<file path="src/rtl/seg_scan_ctrl_if.sv">
// Frame-load handshake and display bus of the seven-segment scan controller.
// The requester side drives the frame; the controller drives the panel lines.
interface seg_scan_ctrl_if;
    logic [31:0] data_i;
    logic [7:0]  en_i;
    logic [7:0]  dp_i;
    logic        load_i;
    logic        load_ack_o;
    logic        frame_o;
    logic [7:0]  AN;
    logic [6:0]  C;
    logic        DP;

    modport master (
        output data_i, en_i, dp_i, load_i,
        input  load_ack_o, frame_o, AN, C, DP
    );

    modport slave (
        input  data_i, en_i, dp_i, load_i,
        output load_ack_o, frame_o, AN, C, DP
    );
endinterface

</file>
<file path="src/rtl/seg_scan_ctrl.sv">
// Time-multiplexed driver for an 8-digit common-anode seven-segment display.
// New frame content is taken only at a frame boundary so a shown frame never tears.
module seg_scan_ctrl #(
    parameter int DIGIT_TICKS = 100000,
    parameter int BLANK_TICKS = 1000
) (
    input  logic          clk,
    input  logic          rst_n,
    seg_scan_ctrl_if.slave bus
);
    localparam int MAX_TICKS = (DIGIT_TICKS > BLANK_TICKS) ? DIGIT_TICKS : BLANK_TICKS;
    localparam int CW        = $clog2(MAX_TICKS + 1);
    localparam logic [CW-1:0] D_LAST = CW'(DIGIT_TICKS - 1);
    localparam logic [CW-1:0] B_LAST = CW'((BLANK_TICKS > 0) ? BLANK_TICKS - 1 : 0);

    typedef enum logic {
        BLANK,
        SHOW
    } state_t;

    state_t        state;
    logic [2:0]    idx;
    logic [CW-1:0] cnt;
    logic [31:0]   shadow_data;
    logic [7:0]    shadow_en;
    logic [7:0]    shadow_dp;

    logic       show_end;
    logic       blank_end;
    logic       boundary;
    logic [3:0] nibble;

    assign show_end  = (state == SHOW) && (cnt == D_LAST);
    assign blank_end = (state == BLANK) && ((BLANK_TICKS == 0) || (cnt == B_LAST));
    assign boundary  = show_end && (idx == 3'd7);
    assign nibble    = shadow_data[{idx, 2'b00} +: 4];

    // Segment order {g,f,e,d,c,b,a}, active-low.
    function automatic logic [6:0] hex_seg(input logic [3:0] v);
        case (v)
            4'h0:    hex_seg = 7'b1000000;
            4'h1:    hex_seg = 7'b1111001;
            4'h2:    hex_seg = 7'b0100100;
            4'h3:    hex_seg = 7'b0110000;
            4'h4:    hex_seg = 7'b0011001;
            4'h5:    hex_seg = 7'b0010010;
            4'h6:    hex_seg = 7'b0000010;
            4'h7:    hex_seg = 7'b1111000;
            4'h8:    hex_seg = 7'b0000000;
            4'h9:    hex_seg = 7'b0010000;
            4'hA:    hex_seg = 7'b0001000;
            4'hB:    hex_seg = 7'b0000011;
            4'hC:    hex_seg = 7'b1000110;
            4'hD:    hex_seg = 7'b0100001;
            4'hE:    hex_seg = 7'b0000110;
            default: hex_seg = 7'b0001110;
        endcase
    endfunction

    // NOTE: every register below uses <= so all of them see the same pre-edge
    // values of state/idx/cnt; blocking here would let later lines see new state.
    always_ff @(posedge clk or negedge rst_n) begin
        if (!rst_n) begin
            state          <= BLANK;
            idx            <= 3'd0;
            cnt            <= '0;
            shadow_data    <= '0;
            shadow_en      <= '0;
            shadow_dp      <= '0;
            bus.AN         <= 8'hFF;
            bus.C          <= 7'h7F;
            bus.DP         <= 1'b1;
            bus.load_ack_o <= 1'b0;
            bus.frame_o    <= 1'b0;
        end else begin
            bus.frame_o    <= boundary;
            bus.load_ack_o <= boundary && bus.load_i;

            if (boundary && bus.load_i) begin
                shadow_data <= bus.data_i;
                shadow_en   <= bus.en_i;
                shadow_dp   <= bus.dp_i;
            end

            if (show_end) begin
                idx   <= idx + 3'd1;
                state <= (BLANK_TICKS == 0) ? SHOW : BLANK;
                cnt   <= '0;
            end else if (blank_end) begin
                state <= SHOW;
                cnt   <= '0;
            end else begin
                cnt <= cnt + CW'(1);
            end

            // Disabled digits stay dark but keep their slot, so frame timing is fixed.
            if ((state == SHOW) && shadow_en[idx]) begin
                bus.AN <= ~(8'h01 << idx);
                bus.C  <= hex_seg(nibble);
                bus.DP <= ~shadow_dp[idx];
            end else begin
                bus.AN <= 8'hFF;
                bus.C  <= 7'h7F;
                bus.DP <= 1'b1;
            end
        end
    end
endmodule

</file>
<file path="src/flat_wrapper.sv">
// flat-port wrapper written by rule: the top's interface ports become plain ports
module seg_scan_ctrl_flat 
#(
    parameter int DIGIT_TICKS = 100000,
    parameter int BLANK_TICKS = 1000
)
  (clk, rst_n, bus_data_i, bus_en_i, bus_dp_i, bus_load_i, bus_load_ack_o, bus_frame_o, bus_AN, bus_C, bus_DP);
  seg_scan_ctrl_if bus_i ();
  input  logic clk;
  input  logic rst_n;
  input wire logic [$bits(bus_i.data_i)-1:0] bus_data_i;
  input wire logic [$bits(bus_i.en_i)-1:0] bus_en_i;
  input wire logic [$bits(bus_i.dp_i)-1:0] bus_dp_i;
  input wire logic [$bits(bus_i.load_i)-1:0] bus_load_i;
  output wire logic [$bits(bus_i.load_ack_o)-1:0] bus_load_ack_o;
  output wire logic [$bits(bus_i.frame_o)-1:0] bus_frame_o;
  output wire logic [$bits(bus_i.AN)-1:0] bus_AN;
  output wire logic [$bits(bus_i.C)-1:0] bus_C;
  output wire logic [$bits(bus_i.DP)-1:0] bus_DP;
  assign bus_i.data_i = bus_data_i;
  assign bus_i.en_i = bus_en_i;
  assign bus_i.dp_i = bus_dp_i;
  assign bus_i.load_i = bus_load_i;
  assign bus_load_ack_o = bus_i.load_ack_o;
  assign bus_frame_o = bus_i.frame_o;
  assign bus_AN = bus_i.AN;
  assign bus_C = bus_i.C;
  assign bus_DP = bus_i.DP;
  seg_scan_ctrl #(.DIGIT_TICKS(DIGIT_TICKS), .BLANK_TICKS(BLANK_TICKS)) u_core (.clk(clk), .rst_n(rst_n), .bus(bus_i));
endmodule
</file>
<file path="config.mk">
export PLATFORM = sky130hd
export DESIGN_NAME = seg_scan_ctrl_flat
export DESIGN_NICKNAME = d
export VERILOG_FILES = /design/src/rtl/seg_scan_ctrl_if.sv /design/src/rtl/seg_scan_ctrl.sv /design/src/flat_wrapper.sv
export SDC_FILE = /design/constraint.sdc
export NUM_CORES = 1
export LEC_CHECK = 0
export ABC_CLOCK_PERIOD_IN_PS = 2900
export CORE_MARGIN = 4
export CORE_UTILIZATION = 40
export CTS_CLUSTER_DIAMETER = 40
export DETAILED_ROUTE_END_ITERATION = 16
export PLACE_DENSITY = 0.6
export SYNTH_ARGS = -nofsm -noshare
export SYNTH_HDL_FRONTEND = slang
export SYNTH_SLANG_ARGS = --single-unit
</file>
<file path="constraint.sdc">
create_clock -name clk -period 2.9 [get_ports clk]
set_clock_uncertainty 0.2 [all_clocks]
set_input_delay 0.87 -clock clk [delete_from_list [all_inputs] [get_ports clk]]
set_output_delay 0.87 -clock clk [all_outputs]
set_load 0.01 [all_outputs]
</file>
# After elaboration in Yosys (flattened, before gate mapping)
# Memory sizes are Yosys's and may differ from the RTL's.
# Cells that the tools add are included.
dict set report op_classes {
  eq_ne 3
  multipliers 0
  muxes 11
  n_lt_le_gt_ge 1
  n_addsub 2
  n_div 0
  n_reduce_logical 6
  shifts 2
  n_bitwise 3
}
# cell n
set op_table {}
lappend op_table {{17-bit two-way mux} 2}
lappend op_table {{32-bit by 6-bit variable part select with 4-bit output} 1}
lappend op_table {{17-bit by 1-bit adder with 17-bit output, second input constant} 1}
lappend op_table {{17-bit by 10-bit == test with 1-bit output, second input constant} 1}
lappend op_table {{17-bit == test, second input constant} 1}
lappend op_table {{8-bit two-way mux} 1}
lappend op_table {{8-bit inverter} 1}
lappend op_table {{1-bit by 3-bit left shift with 8-bit output, first input constant} 1}
lappend op_table {{7-bit two-way mux} 1}
lappend op_table {{1-bit binary-select mux with 3-bit select} 2}
lappend op_table {{1-bit logical AND} 5}
lappend op_table {{1-bit two-way mux} 5}
lappend op_table {{3-bit by 4-bit < comparator with 1-bit output, second input constant} 1}
lappend op_table {{3-bit by 1-bit adder with 3-bit output, second input constant} 1}
lappend op_table {{3-bit == test, second input constant} 1}
lappend op_table {{1-bit inverter} 2}
lappend op_table {{2-bit nonzero test} 1}
dict set report word_totals {
  romBits 112
  out_inout_bits 18
  regBits 87
  input_bits 51
  word_cells 40
  n_memories 1
  ramBits 0
  latchBits 0
}
# name depth width rd rd_clocked_by_memory_dff write_ports line_no
set memory_table {}
lappend memory_table {{(name not given)} 16 7 1 0 0 seg_scan_ctrl.sv:40} ;# case (v)

# Depth between registers and ports, before layout
dict set report depth {
  ltp_word 4
  ltp_mapped 10
  mapped_depth_nobuf 8
}

# Worst setup path before layout
# OpenSTA, ideal clock, no wires.
dict set report synth_timing {
  path_kind {register to register}
  start {register u_core.idx[0]}
  end {register u_core.bus.C[3]}
  setup_ns 0.094
  path_slack_ns 0.416
  t_required_ns 2.606
  synth_period_minus_slack_ns 2.484
  arrival_ns 2.190
  path_buffers 2
  path_stages_with_launch 11
  path_cell_list {dfrtp_1 -> buf_4 -> buf_6 -> mux4_2 -> mux2i_1 -> inv_1 -> ha_1 -> inv_1 -> nor3_1 -> a211oi_1 -> o21ai_1}
}
dict set report synth_via {
  elab_chain_len 4
  word_cells_on_any_way 6
  cone_classes {shift: 1; mux: 3; reduce/logical: 1; memory: 1}
}
# item line_no
set synth_lines {}
lappend synth_lines {{start, declared} seg_scan_ctrl.sv:22} ;# logic [2:0] idx;
lappend synth_lines {{start signal, assigned} seg_scan_ctrl.sv:86} ;# idx <= idx + 3'd1;
lappend synth_lines {{parallel branches: the longest is 3 deep, another holds memory read 16 x 7 bit} -}
lappend synth_lines {{7-bit two-way mux *} seg_scan_ctrl.sv:97} ;# if ((state == SHOW) && shadow_en[idx]) begin
lappend synth_lines {{end signal, assigned} seg_scan_ctrl.sv:99} ;# bus.C <= hex_seg(nibble);
lappend synth_lines {{end, declared} seg_scan_ctrl_if.sv:21} ;# output load_ack_o, frame_o, AN, C, DP
# Every way passes the cells marked *. The select of a mux whose other input is x is not followed.
# A chain may end at the register's enable or synchronous reset.

# Worst setup path after layout
# Same ends and word-level chain as after synthesis.

==> results.sh <==
export IMPL_wirelength_mm=7.86
export IMPL_place_detailed_hpwl_mm=5.70
export IMPL_insertedDiodeCount=0
export IMPL_grt_pass1_vias=2690
export IMPL_fin_area_um2=5130
export IMPL_critical_path_slowest_cell="mux4_2"
export IMPL_cp_common_cell="inv_1"
export IMPL_start_util=0.413
export IMPL_r2r_slack_ns=0.31
export IMPL_root_buffer="clkbuf_8"
export IMPL_die_width_um=109
export IMPL_worstHoldStart="u_core.shadow_data[22]"
export IMPL_core_area_um2=9820
export IMPL_synth_async_sr_flop_share=1.00
export IMPL_drive_gt1_frac=0.260
export IMPL_endpoint_kind="flip-flop"
export IMPL_crit_arrival_ns=2.65
export IMPL_synth_largest_area_cell="dfrtp_1"
export IMPL_hold_ws_ns=0.292
export IMPL_clk_pin_slew_worst_paths_ns=0.09
export IMPL_synthesis_nets=370
export IMPL_r2r_start="u_core.idx[0]"
export IMPL_cts_tree="done"
export IMPL_grt_use_total=0.144
export IMPL_tightest_slew_ns=0.652
export IMPL_fin_util=0.522
export IMPL_area_growth_pct=26.5
export IMPL_antenna_found_initial=0
export IMPL_hold_violations=0
export IMPL_ys_warnings_count=0
export IMPL_num_rows=36
export IMPL_status="finished, final reports clean"
export IMPL_grt_pass1_wl_mm=13.3
export IMPL_drtPass1Iterations=4
export IMPL_synth_edf_count=0
export IMPL_synth_cells=307
export IMPL_place_area_um2=4910
export IMPL_maxCapViolCount=0
export IMPL_setup_violations=0
export IMPL_cts_buffer_depth=2
export IMPL_final_max_slew_violation_count=0
export IMPL_synth_area_um2=4050
export IMPL_synth_top_area_frac=0.438
export IMPL_rsz0062_at_grt="no"
export IMPL_gp_congestion=0.756
export IMPL_dieArea_um2=11800
export IMPL_fin_tns_setup_ns=0
export IMPL_yosysUniqueCellTypes=47
export IMPL_p_leak_nw=2.31
export IMPL_min_period_ns=2.59
export IMPL_h_tree_depth=3
export IMPL_ys_flop_type="dfrtp_1"
export IMPL_cp_start_kind="flip-flop"
export IMPL_grt_max_degree=88
export IMPL_path_class="flip-flop to flip-flop"
export IMPL_dpl_worst_slack_ns=0.264
export IMPL_relSlewSlack=0.561
export IMPL_powerDensity_nw_per_um2=435
export IMPL_boundaryPins=69
export IMPL_clkLatencyLatePin_ns=0.35
export IMPL_cts_sinks=87
export IMPL_postCtsHoldBufs=0
export IMPL_ys_seq_elements=87
export IMPL_required_ns=2.96
export IMPL_cts_made_buffers=9
export IMPL_num_nets_final=444
export IMPL_cp_num_buf_inv=3
export IMPL_peakVddDrop_uv=286
export IMPL_grt_overflow_total=0
export IMPL_via_per_inst=4.92
export IMPL_wl_per_cell_um=15.2
export IMPL_portBuffers=68
export IMPL_cp_top_family="multiplexers"
export IMPL_fin_ws_ns=0.312
export IMPL_die_y_um=109
export IMPL_drtIter0Drc=87
export IMPL_ys_seq_area_frac=0.542
export IMPL_drc=0
export IMPL_drtAntennaViolNets=0
export IMPL_vias=2548
export IMPL_cts_resized=0
export IMPL_fmax_mhz=386
export IMPL_fin_crit_sh=0.893
export IMPL_post_cts_buffers=0
export IMPL_synth_avg_cell_area_um2=13.2
export IMPL_cpPeakStageDelay_ns=0.55
export IMPL_crit_fanout=9
export IMPL_startpoint="u_core.idx[0]"
export IMPL_hold_class="flip-flop to flip-flop"
export IMPL_crit_chain="buf_4, mux4_2, mux2i_1, inv_1, ha_1, inv_1, nor3_1, a211oi_1, o21ai_1"
export IMPL_synthTopCellsByArea="dfrtp_1, mux2_2, dfstp_2"
-- state kept, by name, summed over array words and instances (netlist names) --
signal                 flops
u_core.bus.AN              8
u_core.bus.C               7
u_core.bus.DP              1
u_core.bus.frame_o         1
u_core.bus.load_ack_o      1
u_core.cnt                17
u_core.idx                 3
u_core.shadow_data        32
u_core.shadow_dp           8
u_core.shadow_en           8
u_core.state               1
-- layer usage --
metal	vias up	routed length, um	GRT usage
met5	-	0	0
met4	0	75	0.0487
met3	7	327	0.0266
met2	51	3660	0.219
met1	1256	3800	0.209
li1	1234	-	-
-- cell families (layout without fill, tap and decap cells) --
kind of cell             after synthesis  count (layout)  synth area share
adder cells (fa/ha/maj)               12              12            0.0370
XOR/XNOR                              16              16            0.0346
AND/OR/NAND/NOR                       81              81             0.106
flip-flops                            87              87             0.542
AO/OA/AOI/OAI                         18              18            0.0318
buffers and inverters                 24             102            0.0290
multiplexers                          69              69             0.220
-- Yosys cell counts (2+ instances only) --
cell and instances:
mux2_1 9, dfrtp_1 71, nand4_1 3, or4_1 2, nor2_1 14, a21oi_1 2
xnor2_1 9, buf_4 2, nor4_1 3, clkbuf_1 4, nor2b_1 2, nand3_1 9
or2_2 2, o221ai_1 4, ha_1 12, nor3_1 7, o211ai_1 2, and3_1 7
mux2_2 42, mux2i_1 7, o21ai_1 2, mux4_2 10, dfstp_2 16, xor2_1 7
inv_1 9, a211oi_1 2, buf_6 2, nand2_1 23, o21ai_0 2, buf_2 4
-- power breakdown --
part           switching, mW  internal [mW]
sequential                 0           1.21
clock                  0.418          0.504
combinational         0.0333         0.0612
-- layout by cell type (no fill, tap or decap), types with 3 or more instances in the layout --
cell type,count
nor3_1,7
ha_1,12
mux2_2,42
nand4_1,3
dfrtp_1,71
nor2_1,14
clkdlybuf4s50_1,67
o221ai_1,4
and3_1,7
inv_1,9
nand2_1,23
buf_4,7
dfstp_2,16
mux2_1,9
xor2_1,7
mux2i_1,7
mux4_2,10
nand3_1,9
nor4_1,3
clkbuf_8,10
xnor2_1,9
clkinvlp_4,3
-- through the flow --
step / power [mW] / instances
floorplan: 1.24 / 307
CTS: 2.26 / 518
global placement: 1.33 / 503
detailed placement: 1.33 / 503
global route: 2.31 / 518
finish: 2.23 / 518
-- cell type report --
type,count,area [um^2]
flip-flops and latches,87,2200
fillers,924,4690
inverters,11,41.3
clock inverters,5,82.6
clock buffers,10,138
repair buffers,76,763
well taps,133,166
multi-input cells,196,1740
-- worst register-to-register path, delay by kind of cell, from the launching register on --
family,cells,cell delay [ns]
AOI/OAI and AO/OA,2,0.27
adders and majority gates,1,0.27
buffers and inverters,3,0.46
DFF,1,0.35
muxes,2,0.89
and+or+nand+nor,1,0.05
-- final timing paths --
kind	to	cells past startpoint
hold / removal	u_core.shadow_data[22]	1
setup / recovery	u_core.bus.C[3]	9
setup reg to reg	u_core.bus.C[3]	9
hold reg to reg	u_core.shadow_data[22]	1
max in group asynchronous	u_core.bus.AN[7]	2
min in group asynchronous	u_core.shadow_data[13]	2
Note: power is estimated with default switching activity, not from simulation.
